===== src/rtl/clk_sched_pkg.sv =====
// ---------------------------------------------------------------------------
// clk_sched_pkg
// Shared definitions for the tick scheduler slice.
//   sched_state_t : controller states (IDLE, continuous RUN, single-period SHOT)
//   DEFAULT_DIV   : terminal count loaded at reset
//   LEGACY_DIV    : ratio of the original fixed divider; the reset default
//                   equals it, so an unconfigured block behaves like the
//                   old 50000 divider
// ---------------------------------------------------------------------------
package clk_sched_pkg;

    typedef enum logic [1:0] {
        S_IDLE = 2'd0,
        S_RUN  = 2'd1,
        S_SHOT = 2'd2
    } sched_state_t;

    localparam int unsigned LEGACY_DIV  = 50000;
    localparam int unsigned DEFAULT_DIV = LEGACY_DIV;

endpackage


===== src/rtl/clk_tick_scheduler_if.sv =====
// ---------------------------------------------------------------------------
// clk_tick_scheduler_if
// Valid/ready channel carrying a new divide ratio into the scheduler.
//   cfg_valid : producer offers cfg_div
//   cfg_div   : requested terminal count (0 is treated as 1 by the consumer)
//   cfg_ready : consumer can take a value this cycle
// Modports: master = configuration producer, slave = scheduler.
// ---------------------------------------------------------------------------
interface clk_tick_scheduler_if #(
    parameter int unsigned CNT_W = 32
);

    logic             cfg_valid;
    logic [CNT_W-1:0] cfg_div;
    logic             cfg_ready;

    modport master (
        output cfg_valid,
        output cfg_div,
        input  cfg_ready
    );

    modport slave (
        input  cfg_valid,
        input  cfg_div,
        output cfg_ready
    );

endinterface


===== src/rtl/div_counter.sv =====
// ---------------------------------------------------------------------------
// div_counter
// Free-running divide counter that wraps to zero at a loadable terminal value.
//   clk_in, reset : clock and asynchronous active-low reset
//   clear         : force the count to zero (has priority over enable)
//   enable        : advance the count this cycle
//   term_val      : terminal count; the counter runs 0..term_val
//   count         : current count
//   at_term       : count equals term_val (wrap happens on the next enabled edge)
// ---------------------------------------------------------------------------
module div_counter #(
    parameter int unsigned CNT_W = 32
) (
    input  logic             clk_in,
    input  logic             reset,
    input  logic             clear,
    input  logic             enable,
    input  logic [CNT_W-1:0] term_val,
    output logic [CNT_W-1:0] count,
    output logic             at_term
);

    assign at_term = (count == term_val);

    always_ff @(posedge clk_in or negedge reset) begin
        if (!reset) begin
            count <= '0;
        end else if (clear) begin
            count <= '0;
        end else if (enable) begin
            count <= at_term ? '0 : count + CNT_W'(1);
        end
    end

endmodule


===== src/rtl/clk_tick_scheduler.sv =====
// ---------------------------------------------------------------------------
// clk_tick_scheduler
// Programmable tick controller: IDLE / continuous RUN / one-shot SHOT, with a
// run-time divide ratio taken over a valid/ready channel and applied only at a
// period boundary.
//   clk_in, reset : clock and asynchronous active-low reset
//   start, stop   : level-sampled run control (stop wins over start)
//   oneshot       : sampled with start; run a single period then stop
//   cfg_bus       : divide-ratio channel (slave side)
//   tick          : one-cycle strobe after each terminal count
//   clk_out       : toggles on every tick
//   busy          : high while RUN or SHOT
//   done          : one-cycle pulse, coincident with the final one-shot tick
//   tick_count    : ticks since the last start, wraps
// ---------------------------------------------------------------------------
module clk_tick_scheduler #(
    parameter int unsigned CNT_W       = 32,
    parameter int unsigned DEFAULT_DIV = clk_sched_pkg::DEFAULT_DIV,
    parameter int unsigned TCNT_W      = 16
) (
    input  logic                  clk_in,
    input  logic                  reset,
    input  logic                  start,
    input  logic                  stop,
    input  logic                  oneshot,
    clk_tick_scheduler_if.slave   cfg_bus,
    output logic                  tick,
    output logic                  clk_out,
    output logic                  busy,
    output logic                  done,
    output logic [TCNT_W-1:0]     tick_count
);

    import clk_sched_pkg::*;

    sched_state_t     state_q;
    sched_state_t     state_next;
    logic [CNT_W-1:0] count;
    logic [CNT_W-1:0] div_reg;
    logic [CNT_W-1:0] shadow;
    logic [CNT_W-1:0] cfg_val;
    logic             pending;
    logic             at_term;
    logic             counting;
    logic             terminal;
    logic             starting;
    logic             to_idle;
    logic             cnt_clear;
    logic             cfg_fire;

    assign busy              = (state_q != S_IDLE);
    assign cfg_bus.cfg_ready = !pending;

    div_counter #(
        .CNT_W (CNT_W)
    ) u_div_counter (
        .clk_in   (clk_in),
        .reset    (reset),
        .clear    (cnt_clear),
        .enable   (counting),
        .term_val (div_reg),
        .count    (count),
        .at_term  (at_term)
    );

    // State register
    always_ff @(posedge clk_in or negedge reset) begin
        if (!reset) begin
            state_q <= S_IDLE;
        end else begin
            state_q <= state_next;
        end
    end

    // Next-state and control decode. The counter is cleared in IDLE and on
    // the edge that leaves RUN/SHOT, so a restart always begins at zero.
    always_comb begin
        state_next = state_q;
        counting   = (state_q != S_IDLE);
        terminal   = counting && at_term;
        case (state_q)
            S_IDLE: if (start && !stop) state_next = oneshot ? S_SHOT : S_RUN;
            S_RUN:  if (stop) state_next = S_IDLE;
            S_SHOT: if (stop || terminal) state_next = S_IDLE;
            default: state_next = S_IDLE;
        endcase
        starting  = (state_q == S_IDLE) && (state_next != S_IDLE);
        to_idle   = counting && (state_next == S_IDLE);
        cnt_clear = (state_q == S_IDLE) || to_idle;
        cfg_fire  = cfg_bus.cfg_valid && !pending;
        cfg_val   = (cfg_bus.cfg_div == '0) ? CNT_W'(1) : cfg_bus.cfg_div;
    end

    // Tick/done strobes, clk_out and the tick counter. A stop on the
    // terminal edge still lets that tick fire.
    always_ff @(posedge clk_in or negedge reset) begin
        if (!reset) begin
            tick       <= 1'b0;
            done       <= 1'b0;
            clk_out    <= 1'b0;
            tick_count <= '0;
        end else begin
            tick <= terminal;
            done <= terminal && (state_q == S_SHOT);
            if (terminal) begin
                clk_out <= ~clk_out;
            end
            if (starting) begin
                tick_count <= '0;
            end else if (terminal) begin
                tick_count <= tick_count + TCNT_W'(1);
            end
        end
    end

    // Divide-ratio update. While idle (or on the edge entering idle) a new
    // or pending ratio goes straight into div_reg. While counting it is
    // parked in the shadow register and only swapped in at a terminal
    // count; a value accepted on a terminal edge waits for the next one,
    // which falls out of cfg_ready being low whenever a value is pending.
    always_ff @(posedge clk_in or negedge reset) begin
        if (!reset) begin
            div_reg <= CNT_W'(DEFAULT_DIV);
            shadow  <= '0;
            pending <= 1'b0;
        end else if ((state_q == S_IDLE) || to_idle) begin
            if (cfg_fire) begin
                div_reg <= cfg_val;
            end else if (pending) begin
                div_reg <= shadow;
            end
            pending <= 1'b0;
        end else begin
            if (terminal && pending) begin
                div_reg <= shadow;
                pending <= 1'b0;
            end
            if (cfg_fire) begin
                shadow  <= cfg_val;
                pending <= 1'b1;
            end
        end
    end

endmodule


===== src/flat_wrapper.sv =====
// flat-port wrapper written by rule: the top's interface ports become plain ports
module clk_tick_scheduler_flat import clk_sched_pkg::*;
#(
    parameter int unsigned CNT_W       = 32,
    parameter int unsigned DEFAULT_DIV = clk_sched_pkg::DEFAULT_DIV,
    parameter int unsigned TCNT_W      = 16
)
  (clk_in, reset, start, stop, oneshot, tick, clk_out, busy, done, tick_count, cfg_bus_cfg_valid, cfg_bus_cfg_div, cfg_bus_cfg_ready);
  clk_tick_scheduler_if #(.CNT_W(CNT_W)) cfg_bus_i ();
  input  logic clk_in;
  input  logic reset;
  input  logic start;
  input  logic stop;
  input  logic oneshot;
  output logic tick;
  output logic clk_out;
  output logic busy;
  output logic done;
  output logic [TCNT_W-1:0] tick_count;
  input wire logic [$bits(cfg_bus_i.cfg_valid)-1:0] cfg_bus_cfg_valid;
  input wire logic [$bits(cfg_bus_i.cfg_div)-1:0] cfg_bus_cfg_div;
  output wire logic [$bits(cfg_bus_i.cfg_ready)-1:0] cfg_bus_cfg_ready;
  assign cfg_bus_i.cfg_valid = cfg_bus_cfg_valid;
  assign cfg_bus_i.cfg_div = cfg_bus_cfg_div;
  assign cfg_bus_cfg_ready = cfg_bus_i.cfg_ready;
  clk_tick_scheduler #(.CNT_W(CNT_W), .DEFAULT_DIV(DEFAULT_DIV), .TCNT_W(TCNT_W)) u_core (.clk_in(clk_in), .reset(reset), .start(start), .stop(stop), .oneshot(oneshot), .cfg_bus(cfg_bus_i), .tick(tick), .clk_out(clk_out), .busy(busy), .done(done), .tick_count(tick_count));
endmodule

===== config.mk =====
export PLATFORM = sky130hd
export DESIGN_NAME = clk_tick_scheduler_flat
export DESIGN_NICKNAME = d
export VERILOG_FILES = /design/src/rtl/clk_sched_pkg.sv /design/src/rtl/clk_tick_scheduler_if.sv /design/src/rtl/div_counter.sv /design/src/rtl/clk_tick_scheduler.sv /design/src/flat_wrapper.sv
export SDC_FILE = /design/constraint.sdc
export NUM_CORES = 1
export LEC_CHECK = 0
export ABC_CLOCK_PERIOD_IN_PS = 2500
export CORE_MARGIN = 3
export CORE_UTILIZATION = 23
export DETAILED_ROUTE_END_ITERATION = 7
export PLACE_DENSITY = 0.51
export SLEW_MARGIN = 20
export SYNTH_ARGS = -nofsm -noshare
export SYNTH_HDL_FRONTEND = slang
export SYNTH_SLANG_ARGS = --single-unit

===== constraint.sdc =====
create_clock -name clk_in -period 2.5 [get_ports clk_in]
set_clock_uncertainty 0.2 [all_clocks]
set_input_delay 0.5 -clock clk_in [delete_from_list [all_inputs] [get_ports clk_in]]
set_output_delay 0.5 -clock clk_in [all_outputs]
set_load 0.005 [all_outputs]

==> impl_metrics.yaml, run 1 <==
global_route:
  antenna_found_initial: 0
  overflow: 0
  grt_pass1_wl_mm: 26.10
  grt_usage_pct: 12.47
  grt_pass1_vias: 4708
  grt_start_max_net_pins: 56
final_layout:
  fin_cells: 970
  num-nets-final: 673
  fin_area_um2: 8078
  fill_cells: 2470
  syn2layout_area_growth_pct: 39.05
  drive_above_1_share_pct: 23.22
  n_antenna_cell: 0
logic_synthesis:
  syn_inst: 516
  synth_cell_types: 46
  syn_avg_cell_area_um2: 11.26
  yosys_register_bits: 118
  synth_common_cells: "dfrtp_1 (112), xor2_1 (49), nor2_1 (43)"
  ys_seq_area_share_pct: 50.96
  ys_top_cells_by_area: "dfrtp_1 (48%), xor2_1 (7.4%), o221a_1 (5.6%)"
  yosysWarnings: 0
  netlist.area_leader.share_pct: 48.24
  synth_edf_count: 0
  yosysMostFrequentCell: "dfrtp_1"
  synthesis.area_um2: 5809
  syn_nets: 556
  yosys.area.top_type: "dfrtp_1"
  async_reset_ff_share_pct: 100.0
  ys.flop_type: "dfrtp_1"
pwr:
  combPwrFrac_pct: 14.8
  p_int_uw: 4477
  net-switching-power_uw: 1457
  power_leakage_uw: 0.003378
  p_per_area_nw_per_um2: 734.6
  swShare_pct: 24.55
  pwr-share-seq_pct: 40.9
  peakVddDrop_mv: 0.4499
  power_frac_clock_pct: 44.3
  total_power_uw: 5934
hold_path:
  hold_path_class: "reg -> reg"
placed_design:
  hpwl_mm: 11.35
  portBuffers: 58
  placed_cell_area_um2: 7139
  gp_congestion: 0.8180
  dpl.cell_count: 926
routing:
  via_count: 4555
  ant_nets: 0
  vias_per_cell: 4.696
  wirelength_mm: 16.55
  drcViolationCount: 0
  routedWlPerCell_um: 17.06
  dr.pass1.iters: 5
  drtIter0Drc: 257
floorplanning:
  die_y_um: 164.9
  rows: 57
  die_w_um: 164.9
  core_um2: 24600
  dieArea_um2: 27200
  pin_count: 59
  start_util_pct: 23.61
cts:
  clk_latency_ns: 0.42
  htree_levels: 4
  cts_buffers: 17
  cts_root_buf: "clkbuf_16"
  cts_tree: "built"
  cts_buffer_depth: 2
  numClockSinks: 118
  clk_pin_slew_ns: 0.06
sta:
  rsz0062_at_grt: "true"
  hold_ws_ns: 0.2665
  setup_viol: 40
  finalMaxSlewViolations: 0
  timing.fmax_mhz: 395.2
  setup_slack_ns: -0.03010
  min_period_over_period_pct: 101.2
  fin_crit_ns: 2.530
  timing.setup.tns_ns: -0.5336
  slew_headroom_pct: 60.96
  tightest_slew_ns: 0.5856
  hold_viol_final: 0
critical_path:
  path_class: "reg -> reg"
  endpoint_kind: "register"
  cpLargestDelayFamily: "simple AND/OR/NAND/NOR gates"
  crit_buf_inv: 2
  cp_slowest_stage_delay_ns: 0.43
  crit_arrival_ns: 2.63
  crit_path_start_kind: "register"
  critPathRequiredTime_ns: 2.60
  worst-path-max-fanout: 32
  crit_slowest_cell: "dfrtp_1"
  path_cells: "xor2_1 -> nor4_2 -> buf_4 -> and4_4 -> nand2_2 -> a211o_1 -> buf_12 -> o221a_1"
run_status:
  status: "finished, violations left"
  violations: "negative setup slack"
job:
  maxCapViolations: 0
## power by group through the flow
| stage | registers [uW] | clock network [uW] | logic (uW) |
|---|---|---|---|
| 2_1_floorplan | 2370 | 0 | 498 |
| 3_3_place_gp | 2440 | 0 | 736 |
| 3_5_place_dp | 2450 | 0 | 757 |
| 4_1_cts | 2420 | 2680 | 801 |
| 5_1_grt | 2460 | 2760 | 956 |
| 6_report | 2430 | 2630 | 880 |
## metrics by stage
step	setup WS, ns	utilization, %
3_5_place_dp	-0.1605	29.02
4_1_cts	-0.03228	32.03
3_3_place_gp	-0.09411	29.02
2_1_floorplan	0.1662	-
5_1_grt	-0.1203	32.83
6_report	-0.03010	32.83
## kinds of logic (layout without fill, tap and decap cells)
group	after synthesis	after routing	share of synthesized area, %
AOI/OAI and AO/OA	61	61	9.563
xor gates and xnor gates	63	63	9.498
adders and majority gates	2	2	0.4307
buffers and inverters	39	169	3.424
DFF	118	118	50.96
muxes	37	37	7.064
and+or+nand+nor	196	196	19.06
## cells in the final DEF (no fill, tap or decap), types with 15 or more instances in the layout
cell type	n
dfrtp_1	112
and3_1	15
clkdlybuf4s50_1	57
nor2_1	42
nand2_1	25
clkbuf_16	19
nand4_1	20
nand3b_1	33
o221a_1	29
buf_4	52
xor2_1	48
## worst register-to-register path, stage by stage (launching register included)
cell and delay [ns]:
dfrtp_1 0.43, xor2_1 0.20, nor4_2 0.33, buf_4 0.17
and4_4 0.23, nand2_2 0.07, a211o_1 0.31, buf_12 0.18
o221a_1 0.29
## what timing repair did
action                     4_1_cts  5_1_grt
hold buffers                     1        0
setup buffers                    1        6
resized for setup               12       21
pin swaps                        2       19
gates cloned                     1        3
setup endpoints to repair      102      104
hold endpoints to repair        33        0
## area by class of cell
cell class,count,area (um^2),share of cell area [%]
flip-flops and latches,118,2960,36.65
multi-input cells,359,2798,34.63
repair buffers,123,1226,15.18
clock buffers,22,464.2,5.747
well taps,324,405.4,5.019
clock inverters,10,171.4,2.122
inverters,14,52.55,0.6506
## layer usage
metal | vias up | global-route usage (%) | wire length (um)
li1 | 2128 | - | -
met1 | 2307 | 16.56 | 7587
met2 | 103 | 20.25 | 8191
met3 | 17 | 2.333 | 526
met4 | 0 | 4.537 | 243
met5 | - | 0 | 0
## final timing paths
kind / startpoint / endpoint / slack (ns) / depth (start not counted)
worst max-delay path: u_core.div_reg[5]$_DFFE_PN0P_ / u_core.div_reg[22]$_DFFE_PN0P_ / -0.03 / 8
worst min-delay path: u_core.clk_out$_DFFE_PN0P_ / u_core.clk_out$_DFFE_PN0P_ / 0.27 / 1
worst max register to register: u_core.div_reg[5]$_DFFE_PN0P_ / u_core.div_reg[22]$_DFFE_PN0P_ / -0.03 / 8
worst min register to register: u_core.clk_out$_DFFE_PN0P_ / u_core.clk_out$_DFFE_PN0P_ / 0.27 / 1
max in group asynchronous: reset / u_core.div_reg[14]$_DFFE_PN1P_ / 0.95 / 3
min in group asynchronous: reset / u_core.tick_count[13]$_DFFE_PN0P_ / 0.43 / 2
Power figures use the tool's default switching activity.
==> run 2: changes to the inputs <==
--- a/config.mk
+++ b/config.mk
@@ -6,7 +6,6 @@
 export NUM_CORES = 1
 export LEC_CHECK = 0
 export ABC_CLOCK_PERIOD_IN_PS = 2500
-export CORE_MARGIN = 3
 export CORE_UTILIZATION = 23
 export DETAILED_ROUTE_END_ITERATION = 7
 export PLACE_DENSITY = 0.51
==> impl_metrics.yaml, run 2 (synthesis gave the netlist of run 1 again) <==
critical_path:
  crit_end: "u_core.shadow[9]$_DFFE_PN0P_"
  path_class: "reg -> reg"
  r2r_slack_ns: 0.008
  cp-startpoint: "u_core.div_reg[7]$_DFFE_PN0P_"
  critPathRequiredTime_ns: 2.60
  r2r_cells: 7
  crit_path_start_kind: "register"
  r2r_start: "u_core.div_reg[7]$_DFFE_PN0P_"
  worst-path-max-fanout: 16
  r2r-end: "u_core.shadow[9]$_DFFE_PN0P_"
  crit_arrival_ns: 2.59
  endpoint_kind: "register"
cts:
  cts_buffers: 17
  numClockSinks: 118
  htree_levels: 4
  clk_pin_slew_ns: 0.05
  cts_buffer_depth: 2
  clk_latency_ns: 0.42
  cts_root_buf: "clkbuf_16"
  cts_tree: "built"
pwr:
  p_int_uw: 4554
  swShare_pct: 23.74
  pwr-share-seq_pct: 40.6
  p_per_area_nw_per_um2: 738.7
  peakVddDrop_mv: 0.4874
  power_leakage_uw: 0.003387
  combPwrFrac_pct: 14.6
  net-switching-power_uw: 1417
  power_frac_clock_pct: 44.9
global_route:
  grt_pass1_vias: 4539
  grt_start_max_net_pins: 38
  overflow: 0
  grt_usage_pct: 12.67
  antenna_found_initial: 0
  grt_pass1_wl_mm: 25.20
floorplanning:
  die_w_um: 160.9
  dieArea_um2: 25900
  core_um2: 24530
  start_util_pct: 23.68
  rows: 57
  pin_count: 59
  die_y_um: 160.9
final_layout:
  syn2layout_area_growth_pct: 39.16
  fill_cells: 2525
  n_antenna_cell: 0
  drive_above_1_share_pct: 23.89
  final_common_cell: "dfrtp_1"
  final_cell_mix: "dfrtp_1 (111), buf_4 (63), clkdlybuf4s50_1 (57), xor2_1 (45), nor2_1 (42)"
  num-nets-final: 680
routing:
  wirelength_mm: 16.38
  routedWlPerCell_um: 16.76
  via_count: 4528
  drcViolationCount: 0
  dr.pass1.iters: 5
  drtIter0Drc: 264
  vias_per_cell: 4.635
  ant_nets: 0
sta:
  setup_viol: 0
  hold_viol_final: 0
  slew_headroom_pct: 68.69
  timing.fmax_mhz: 401.2
  min_period_over_period_pct: 99.69
  timing.setup.tns_ns: 0
  fin_crit_ns: 2.492
  tightest_slew_ns: 0.4696
  rsz0062_at_grt: "true"
  finalMaxSlewViolations: 0
  hold_ws_ns: 0.2703
hold_path:
  hold_path_class: "reg -> reg"
placed_design:
  hpwl_mm: 11.11
  portBuffers: 58
  gp_congestion: 0.7818
job:
  maxCapViolations: 0
run_status:
  status: "finished clean"
## run 2: cell count changes in the layout (fill, tap and decap cells not counted), sizes merged
cell | previous run | this run
buf | 63 | 70
bufinv | 4 | 5
clkbuf | 24 | 25
clkinv | 5 | 2
clkinvlp | 1 | 2
## run 2: power by group through the flow
stage                     registers [uW]  clock network, uW  logic [uW]
after floorplan                     2370                  0         498
after global routing                2460               2820         938
final                               2420               2680         869
after CTS                           2410               2750         793
after global placement              2430                  0         752
after detailed placement            2440                  0         772
## run 2: timing repair
action,CTS,global route
gates cloned,0,3
hold buffers,1,0
setup buffers,0,3
pin swaps,0,3
setup endpoints to repair,65,69
hold endpoints to repair,30,0
resized for setup,8,23
## run 2: worst min-delay path by stage
stage / depth (start not counted) / slack (ns) / endpoint / startpoint
2_1_floorplan: 0 / 0.004 / u_core.clk_out$_DFFE_PN0P_ / reset
3_3_place_gp: 1 / 0.26 / u_core.clk_out$_DFFE_PN0P_ / u_core.clk_out$_DFFE_PN0P_
3_5_place_dp: 1 / 0.26 / u_core.clk_out$_DFFE_PN0P_ / u_core.clk_out$_DFFE_PN0P_
4_1_cts: 1 / 0.27 / u_core.clk_out$_DFFE_PN0P_ / u_core.clk_out$_DFFE_PN0P_
5_1_grt: 1 / 0.29 / u_core.clk_out$_DFFE_PN0P_ / u_core.clk_out$_DFFE_PN0P_
6_report: 1 / 0.27 / u_core.clk_out$_DFFE_PN0P_ / u_core.clk_out$_DFFE_PN0P_
## run 2: worst max-delay path: stages, from the launching register on
cell,delay [ns]
dfrtp_1,0.42
xor2_1,0.20
nor4_2,0.40
and4_4,0.30
a21o_1,0.14
a211o_4,0.19
buf_12,0.17
mux2_2,0.35
## run 2: cell type report
cell class / instances / area (um^2) / share of cell area (%)
sequential: 118 / 2962 / 36.64
multi-input combinational: 359 / 2800 / 34.64
timing repair buffer: 130 / 1221 / 15.11
clock buffer: 23 / 467.9 / 5.789
tap: 324 / 405.4 / 5.015
clock inverter: 9 / 175.2 / 2.167
inverter: 14 / 52.55 / 0.6501
## run 2: metrics by stage
stage | std cells | util, % | instance area (um^2) | total power, uW | setup WS [ns]
global route | 977 | 32.95 | 8084 | 6211 | -0.05603
global placement | 939 | 29.35 | 7199 | 3182 | -0.1131
floorplan | 516 | - | 5809 | 2865 | 0.1662
CTS | 972 | 32.16 | 7890 | 5951 | -0.005085
finish | 977 | 32.95 | 8084 | 5971 | 0.007691
detailed placement | 939 | 29.35 | 7199 | 3212 | -0.1015
## run 2: metal layers
| metal | global-route usage (%) | vias to the layer above | wire [um] |
|---|---|---|---|
| met1 | 16.31 | 2292 | 7535 |
| met4 | 4.545 | 0 | 246 |
| met5 | 0 | - | 0 |
| met3 | 2.815 | 19 | 508 |
| met2 | 20.79 | 86 | 8086 |
| li1 | - | 2131 | - |
==> run 3: changes to the inputs <==
--- a/config.mk
+++ b/config.mk
@@ -9,7 +9,7 @@
 export CORE_UTILIZATION = 23
 export DETAILED_ROUTE_END_ITERATION = 7
 export PLACE_DENSITY = 0.51
-export SLEW_MARGIN = 20
+export REMOVE_ABC_BUFFERS = 1
 export SYNTH_ARGS = -nofsm -noshare
 export SYNTH_HDL_FRONTEND = slang
 export SYNTH_SLANG_ARGS = --single-unit
==> impl_metrics.yaml, run 3 (synthesis gave the netlist of run 1 again) <==
run_status:
  status: "finished, violations left"
  violations: "negative setup slack"
routing:
  wirelength_mm: 16.03
  drcViolationCount: 0
  ant_nets: 0
  via_count: 4517
  drtIter0Drc: 294
  dr.pass1.iters: 4
  vias_per_cell: 4.619
  routedWlPerCell_um: 16.39
critical_path:
  cpLargestDelayFamily: "simple AND/OR/NAND/NOR gates"
  crit_path_start_kind: "register"
  path_class: "reg -> reg"
  endpoint_kind: "register"
  path_cells: "xor2_1 -> nor4_4 -> and4_4 -> a21o_1 -> a211o_4 -> clkbuf_16 -> mux2_2"
  crit_buf_inv: 1
  crit_arrival_ns: 2.61
  critPathRequiredTime_ns: 2.60
  crit_slowest_cell: "dfrtp_1"
  worst-path-max-fanout: 8
  cp_slowest_stage_delay_ns: 0.42
floorplanning:
  die_y_um: 160.9
  core_um2: 24530
  start_util_pct: 23.68
  dieArea_um2: 25900
  pin_count: 59
  die_w_um: 160.9
  rows: 57
global_route:
  grt_usage_pct: 13.07
  grt_start_max_net_pins: 51
  grt_pass1_vias: 4712
  grt_pass1_wl_mm: 26.21
  antenna_found_initial: 0
  overflow: 0
placed_design:
  gp_congestion: 0.7958
  portBuffers: 58
  hpwl_mm: 10.75
  place_ws_ns: -0.2743
sta:
  min_period_over_period_pct: 100.4
  timing.fmax_mhz: 398.4
  slew_headroom_pct: 65.58
  fin_crit_ns: 2.510
  setup_slack_ns: -0.01035
  hold_ws_ns: 0.2779
  finalMaxSlewViolations: 0
  hold_viol_final: 0
  setup_viol: 5
  tightest_slew_ns: 0.5116
  rsz0062_at_grt: "true"
final_layout:
  num-nets-final: 681
  drive_above_1_share_pct: 24.77
  syn2layout_area_growth_pct: 38.60
  final_cell_mix: "dfrtp_1 (112), buf_4 (61), clkdlybuf4s50_1 (57), xor2_1 (44), nor2_1 (43)"
  final_common_cell: "dfrtp_1"
  n_antenna_cell: 0
job:
  maxCapViolations: 0
pwr:
  p_per_area_nw_per_um2: 692.5
  peakVddDrop_mv: 0.3586
  power_leakage_uw: 0.003366
cts:
  numClockSinks: 118
  htree_levels: 4
  clk_latency_ns: 0.42
  cts_buffer_depth: 2
  cts_tree: "built"
  cts_buffers: 17
  cts_root_buf: "clkbuf_16"
  clk_pin_slew_ns: 0.06
hold_path:
  hold_path_class: "reg -> reg"
==> run 3: worst reg2reg max path, delay by kind of cell (launching register included) <==
family | cells | cell delay [ns]
AND/OR/NAND/NOR | 2 | 0.66
flip-flops | 1 | 0.42
AO/OA/AOI/OAI | 2 | 0.36
multiplexers | 1 | 0.34
buffers and inverters | 1 | 0.21
XOR/XNOR | 1 | 0.20
==> run 3: power by group <==
group          switching [uW]  total (uW)  internal [uW]
Clock                     880        2260           1380
Sequential                193        2420           2230
Combinational             366         894            527
==> run 3: final cells by class <==
type,count,area (um^2)
Multi-Input combinational cell,359,2819
Timing Repair Buffer,131,1275
Clock inverter,9,81.33
Tap cell,324,405.4
Clock buffer,23,457.9
Inverter,14,52.55
Fill cell,2496,16480
Sequential cell,118,2960
==> run 3: path summary, 6_finish.rpt <==
path                                                start  slack, ns  cells after the start                              to
min                            u_core.clk_out$_DFFE_PN0P_       0.28                      1      u_core.clk_out$_DFFE_PN0P_
max reg2reg                u_core.div_reg[29]$_DFFE_PN0P_      -0.01                      7   u_core.shadow[28]$_DFFE_PN0P_
max                        u_core.div_reg[29]$_DFFE_PN0P_      -0.01                      7   u_core.shadow[28]$_DFFE_PN0P_
min reg2reg                    u_core.clk_out$_DFFE_PN0P_       0.28                      1      u_core.clk_out$_DFFE_PN0P_
min in group asynchronous                           reset       0.34                      2      u_core.clk_out$_DFFE_PN0P_
max in group asynchronous                           reset       1.13                      3  u_core.div_reg[15]$_DFFE_PN1P_
==> run 3: per-stage QoR <==
stage / instances / TNS (ns) / util (%) / power (uW) / cell area (um^2)
5_1_grt: 978 / -1.699 / 32.82 / 5818 / 8051
3_3_place_gp: 934 / -16.98 / 29.35 / 3185 / 7199
2_1_floorplan: 491 / -50.40 / - / 2836 / 5663
6_report: 978 / -0.03096 / 32.82 / 5576 / 8051
3_5_place_dp: 934 / -17.86 / 29.35 / 3221 / 7199
4_1_cts: 973 / -0.05030 / 32.33 / 5588 / 7933
==> run 3: what timing repair did <==
item | 4_1_cts | 5_1_grt
pin swaps | 7 | 3
setup buffers | 4 | 4
gates resized for setup | 21 | 10
cloned | 2 | 2
hold buffers | 1 | 0
endpoints found under the setup margin | 99 | 72
hold endpoints to repair | 20 | 0
==> run 3: metal layers <==
layer  global-route usage [%]  share of wire (%)  vias up
met2                    21.10                 48      102
met4                    4.031                1.5        0
li1                         -                  -     2135
met1                    17.32                 46     2259
met5                        0                  0        -
met3                    2.918                3.8       21
==> patch 1: new RTL, flow settings as in run 1 <==
`TCNT_W` is set to 16 in 2 places; all go to 14.
--- a/src/rtl/clk_tick_scheduler.sv
+++ b/src/rtl/clk_tick_scheduler.sv
@@ -16,7 +16,7 @@
 module clk_tick_scheduler #(
     parameter int unsigned CNT_W       = 32,
     parameter int unsigned DEFAULT_DIV = clk_sched_pkg::DEFAULT_DIV,
-    parameter int unsigned TCNT_W      = 16
+    parameter int unsigned TCNT_W      = 14
 ) (
     input  logic                  clk_in,
     input  logic                  reset,
--- a/src/flat_wrapper.sv
+++ b/src/flat_wrapper.sv
@@ -3,7 +3,7 @@
 #(
     parameter int unsigned CNT_W       = 32,
     parameter int unsigned DEFAULT_DIV = clk_sched_pkg::DEFAULT_DIV,
-    parameter int unsigned TCNT_W      = 16
+    parameter int unsigned TCNT_W      = 14
 )
   (clk_in, reset, start, stop, oneshot, tick, clk_out, busy, done, tick_count, cfg_bus_cfg_valid, cfg_bus_cfg_div, cfg_bus_cfg_ready);
   clk_tick_scheduler_if #(.CNT_W(CNT_W)) cfg_bus_i ();
Interface: changed (resized tick_count); port bits go from 59 to 57. No check against the original RTL was run, so the function may have changed too.
==> patch 1 against run 1 <==
  * The flow still finishes with violations (negative setup slack)
  * Synthesized cell count shrank 4.3%
  * Global-route usage shrank 0.17 points
  * Worst hold slack better by 0.0039 ns
  * Synthesized area grew 0.67%
  * Sequential share of layout area decreased by 0.64 points
  * Setup slack better by 0.0098 ns
  * Non-clock buffer count fell by 3
  * Power is 1.5% lower
  * Routed wire length down 1.4%
  * Cell area about the same
  * Sequential cell count decreased by 2
  * Critical path type unchanged
  * Critical endpoint is now u_core.shadow[19]
  * Largest cell class is now multi-input gates
  * Largest power group unchanged
  * Highest routed layer unchanged
==> patch 1: results (changes against run 1) <==
multiInputGateArea_sq_um: 2920  # was 2800 sq um
fillerInstances: 2499  # was 2,470
io_buffers: 56  # was 58
drive_above_1_share_pct: 25.6  # was 23.2%
dr.pass1.iters: 4  # was 5
grt_max_degree: 64  # was 56
grt_usage_pct: 12.3  # was 12.5%
yosysSeqAreaShare_pct: 49.8  # was 51.0%
ys_types: 48  # was 46
postPlaceCellArea_sq_um: 7150  # was 7140 sq um
reg2reg_depth: 7  # was 8
setup_ws_ns: -0.0203  # was -0.0301 ns
status: "complete, but fails checks"  # unchanged
wl_met1_mm: 7.72  # was 7.59 mm
wire_per_inst_um: 17.2  # was 17.1 um
syn_nets: 534  # was 556
violations: "negative setup slack"  # unchanged
grt_pass1_wl_mm: 25.9  # was 26.1 mm
arrival_ns: 2.62  # was 2.63 ns
wl_met2_mm: 7.74  # was 8.19 mm
synth_area_leaders: "dfrtp_1, xor2_1, mux2_4"  # was dfrtp_1, xor2_1, o221a_1
critPathMaxFanout: 10  # was 32
ir_drop_v: 0.000455  # was 0.000450 V
finalSetupViolCount: 10  # was 40
startpoint: "u_core.div_reg[9]"  # was u_core.div_reg[5]
grt_pass1_vias: 4632  # was 4,708
## patch 1: cell types whose count changed after synthesis, moves of 8 or more
| cell | run 1 | this run |
|---|---|---|
| nand4_1 | 20 | 11 |
| nor4_1 | 19 | 11 |
| mux2_2 | 18 | 3 |
| mux2_1 | 14 | 0 |
| mux2_4 | 0 | 30 |
## patch 1: critical path: stages, from the launching register on
cell and delay, ns:
dfstp_2 0.55, xor2_1 0.29, nor4_4 0.08, and4_4 0.18, a21o_1 0.20, a211o_4 0.40
clkbuf_16 0.20, mux2_4 0.30
## patch 1: path summary, 6_finish.rpt
kind / to / slack (ns)
worst max-delay path: u_core.shadow[19] / -0.02
worst min-delay path: u_core.clk_out / 0.27
worst max register to register: u_core.shadow[19] / -0.02
worst min register to register: u_core.clk_out / 0.27
max in group asynchronous: u_core.div_reg[4] / 1.09
min in group asynchronous: u_core.tick_count[5] / 0.34
## patch 1: layer usage
metal / up-vias / GRT usage, %
li1: 2043 / -
met1: 2247 / 16.4
met2: 84 / 19.7
met3: 13 / 3.07
met4: 0 / 3.86
met5: - / 0
## patch 1: power by group
part,switching [uW],total [uW],internal (uW)
clock,868,2470,1600
sequential,208,2400,2190
combinational,394,977,583
total,1470,5850,4380
## patch 1: kinds of logic (layout without fill, tap and decap cells)
family,after synthesis,in the layout,share of synthesized area (%)
adders and majority gates,2,2,0.428
buffers and inverters,30,161,2.57
xor gates and xnor gates,64,64,9.58
DFF,116,116,49.8
AOI/OAI and AO/OA,52,52,8.67
and+or+nand+nor,192,192,19.9
muxes,38,38,9.14
## patch 1: timing repair
item,CTS,global route
resized for setup,8,20
endpoints found under the hold margin,20,0
buffers inserted,4,10
hold buffers,1,0
cloned,0,2
pin swaps,8,15
endpoints found under the setup margin,60,79
## patch 1: metrics by stage
step / setup slack (ns) / power (uW)
after floorplan: 0.126 / 2980
after global placement: -0.0843 / 3310
after detailed placement: -0.154 / 3340
after CTS: -0.0145 / 5860
after global routing: -0.0871 / 6090
final: -0.0203 / 5850
## patch 1: cell type report
cell class / instances / share of cell area, %
flip-flops and latches: 116 / 36.0
multi-input cells: 348 / 36.1
well taps: 324 / 5.02
clock inverters: 7 / 1.19
inverters: 9 / 0.418
repair buffers: 120 / 15.0
clock buffers: 25 / 6.25
==> patch 2: new RTL, config.mk and constraints of run 1 <==
Without the edit above. Encoding of `sched_state_t`: now one-hot (3 bits for 3 states).
--- a/src/rtl/clk_sched_pkg.sv
+++ b/src/rtl/clk_sched_pkg.sv
@@ -9,10 +9,10 @@
 // ---------------------------------------------------------------------------
 package clk_sched_pkg;
 
-    typedef enum logic [1:0] {
-        S_IDLE = 2'd0,
-        S_RUN  = 2'd1,
-        S_SHOT = 2'd2
+    typedef enum logic [2:0] {
+        S_IDLE = 3'b001,
+        S_RUN  = 3'b010,
+        S_SHOT = 3'b100
     } sched_state_t;
 
     localparam int unsigned LEGACY_DIV  = 50000;
Formal check against the unedited RTL: same outputs for any inputs over 10 cycles, from zero or initial values and one cycle with reset low; not proved beyond that.
==> patch 2 against run 1 <==
  * The flow still finishes with violations (negative setup slack)
  * Clock power is 9.1% lower
  * Synthesized cell count increased by 0.19%
  * Critical path type unchanged
  * Routed wire length grew 0.11%
  * Power fell by 12%
  * Cell area grew 5.5%
  * Synthesized area rose by 1.5%
  * Setup slack lost 0.079 ns
  * Sequential cell count increased by 1
  * Maximum frequency shrank 3.0%
  * Count of clock-buffer cells in the layout fell by 4
==> patch 2: results (changes against run 1) <==
ys_top_cells_by_count: "dfrtp_1, xor2_1, nor2_1"  # unchanged
grt_pass1_wl_mm: 26.2  # was 26.1 mm
power.leakage_uw: 0.00385  # was 0.00338 uW
grt_pass1_vias: 4840  # was 4,708
dr.pass1.iters: 4  # was 5
synthXorXnorAreaFrac_pct: 9.51  # was 9.50%
finalSetupViolCount: 68  # was 40
status: "complete, but fails checks"  # unchanged
synth.area.mux_share_pct: 6.79  # was 7.06%
htree_levels: 4  # unchanged
synth.most_common_cell: "dfrtp_1"  # unchanged
syn_nets: 557  # was 556
synthAdderAreaFrac_pct: 0.424  # was 0.431%
critPathMaxFanout: 31  # was 32
fin_nets: 736  # was 673
violations: "negative setup slack"  # unchanged
post-dp-hpwl_mm: 11.3  # about the same
drive_above_1_share_pct: 36.4  # was 23.2%
io_buffers: 58  # unchanged
yosysSeqAreaShare_pct: 50.6  # was 51.0%
grt_max_degree: 39  # was 56
ir_drop_v: 0.000421  # was 0.000450 V
wl_mm: 16.6  # was 16.5 mm
final.setup.tns_ns: -4.20  # was -0.534 ns
num_vias: 4691  # was 4,555
setup_ws_ns: -0.109  # was -0.0301 ns
ys_types: 51  # was 46
drt-initial-drc-count: 179  # was 257
startpoint: "u_core.u_div_counter.count[27]"  # was u_core.div_reg[5]
slowest_delay_ns: 0.41  # was 0.43 ns
arrival_ns: 2.71  # was 2.63 ns
routabilityCongestion: 0.788  # was 0.818
synth_compound_area_share_pct: 9.59  # was 9.56%
reg2reg_depth: 7  # was 8
fillerInstances: 2450  # was 2,470
maxSlewHeadroom_pct: 66.2  # was 61.0%
patch 2: path summary, 6_finish.rpt:
check | end | slack [ns]
worst max-delay path | u_core.div_reg[31] | -0.11
worst min-delay path | u_core.clk_out | 0.27
worst max register to register | u_core.div_reg[31] | -0.11
worst min register to register | u_core.clk_out | 0.27
max in group asynchronous | u_core.state_q[0] | 1.05
min in group asynchronous | u_core.pending | 0.36
patch 2: cell families after synthesis:
| group | count (synthesis) |
|---|---|
| and+or+nand+nor | 189 |
| AOI/OAI and AO/OA | 69 |
| DFF | 119 |
| buffers and inverters | 38 |
| xor gates and xnor gates | 64 |
| adders and majority gates | 2 |
| muxes | 36 |
patch 2: per-stage QoR:
step	setup slack [ns]	std cells	total power [uW]	instance area, sq um
finish	-0.109	1033	5230	8520
global route	-0.207	1033	5440	8520
CTS	-0.131	1022	5290	8310
detailed placement	-0.575	978	2850	7580
global placement	-0.556	978	2820	7580
floorplan	0.0648	517	2510	5900
patch 2: area by class of cell:
cell class                      instances  area share, %
Clock buffer                           18           5.15
Clock inverter                         14           1.63
Inverter                               10          0.440
Multi-Input combinational cell        361           32.8
Sequential cell                       119           35.1
Tap cell                              324           4.76
Timing Repair Buffer                  187           20.1
patch 2: report_power, final:
part / total (uW) / switching (uW) / internal [uW]
sequential: 2220 / 110 / 2110
clock: 2390 / 971 / 1420
combinational: 620 / 258 / 362
patch 2: critical path, delay by kind of cell, from the launching register on:
kind,cells,cell delay (ns)
AND/OR/NAND/NOR,3,0.75
buffers and inverters,1,0.18
AO/OA/AOI/OAI,2,0.74
flip-flops,1,0.41
XOR/XNOR,1,0.19
patch 2: timing repair:
| item | in CTS | in global routing |
|---|---|---|
| setup endpoints to repair | 108 | 113 |
| hold buffers | 1 | 0 |
| pin swaps | 7 | 5 |
| cloned | 2 | 2 |
| setup buffers | 9 | 9 |
| hold endpoints to repair | 23 | 0 |
| resized for setup | 5 | 25 |
patch 2: per-layer routing:
metal  share of wire [%]  vias to the layer above  wire (um)  global-route usage (%)
met5                   0                        -          0                       0
met4                 2.3                        0        381                    4.67
met3                 2.9                       25        476                    2.31
met2                  48                       86       8000                    19.0
met1                  47                     2295       7710                    15.8
li1                    -                     2285          -                       -
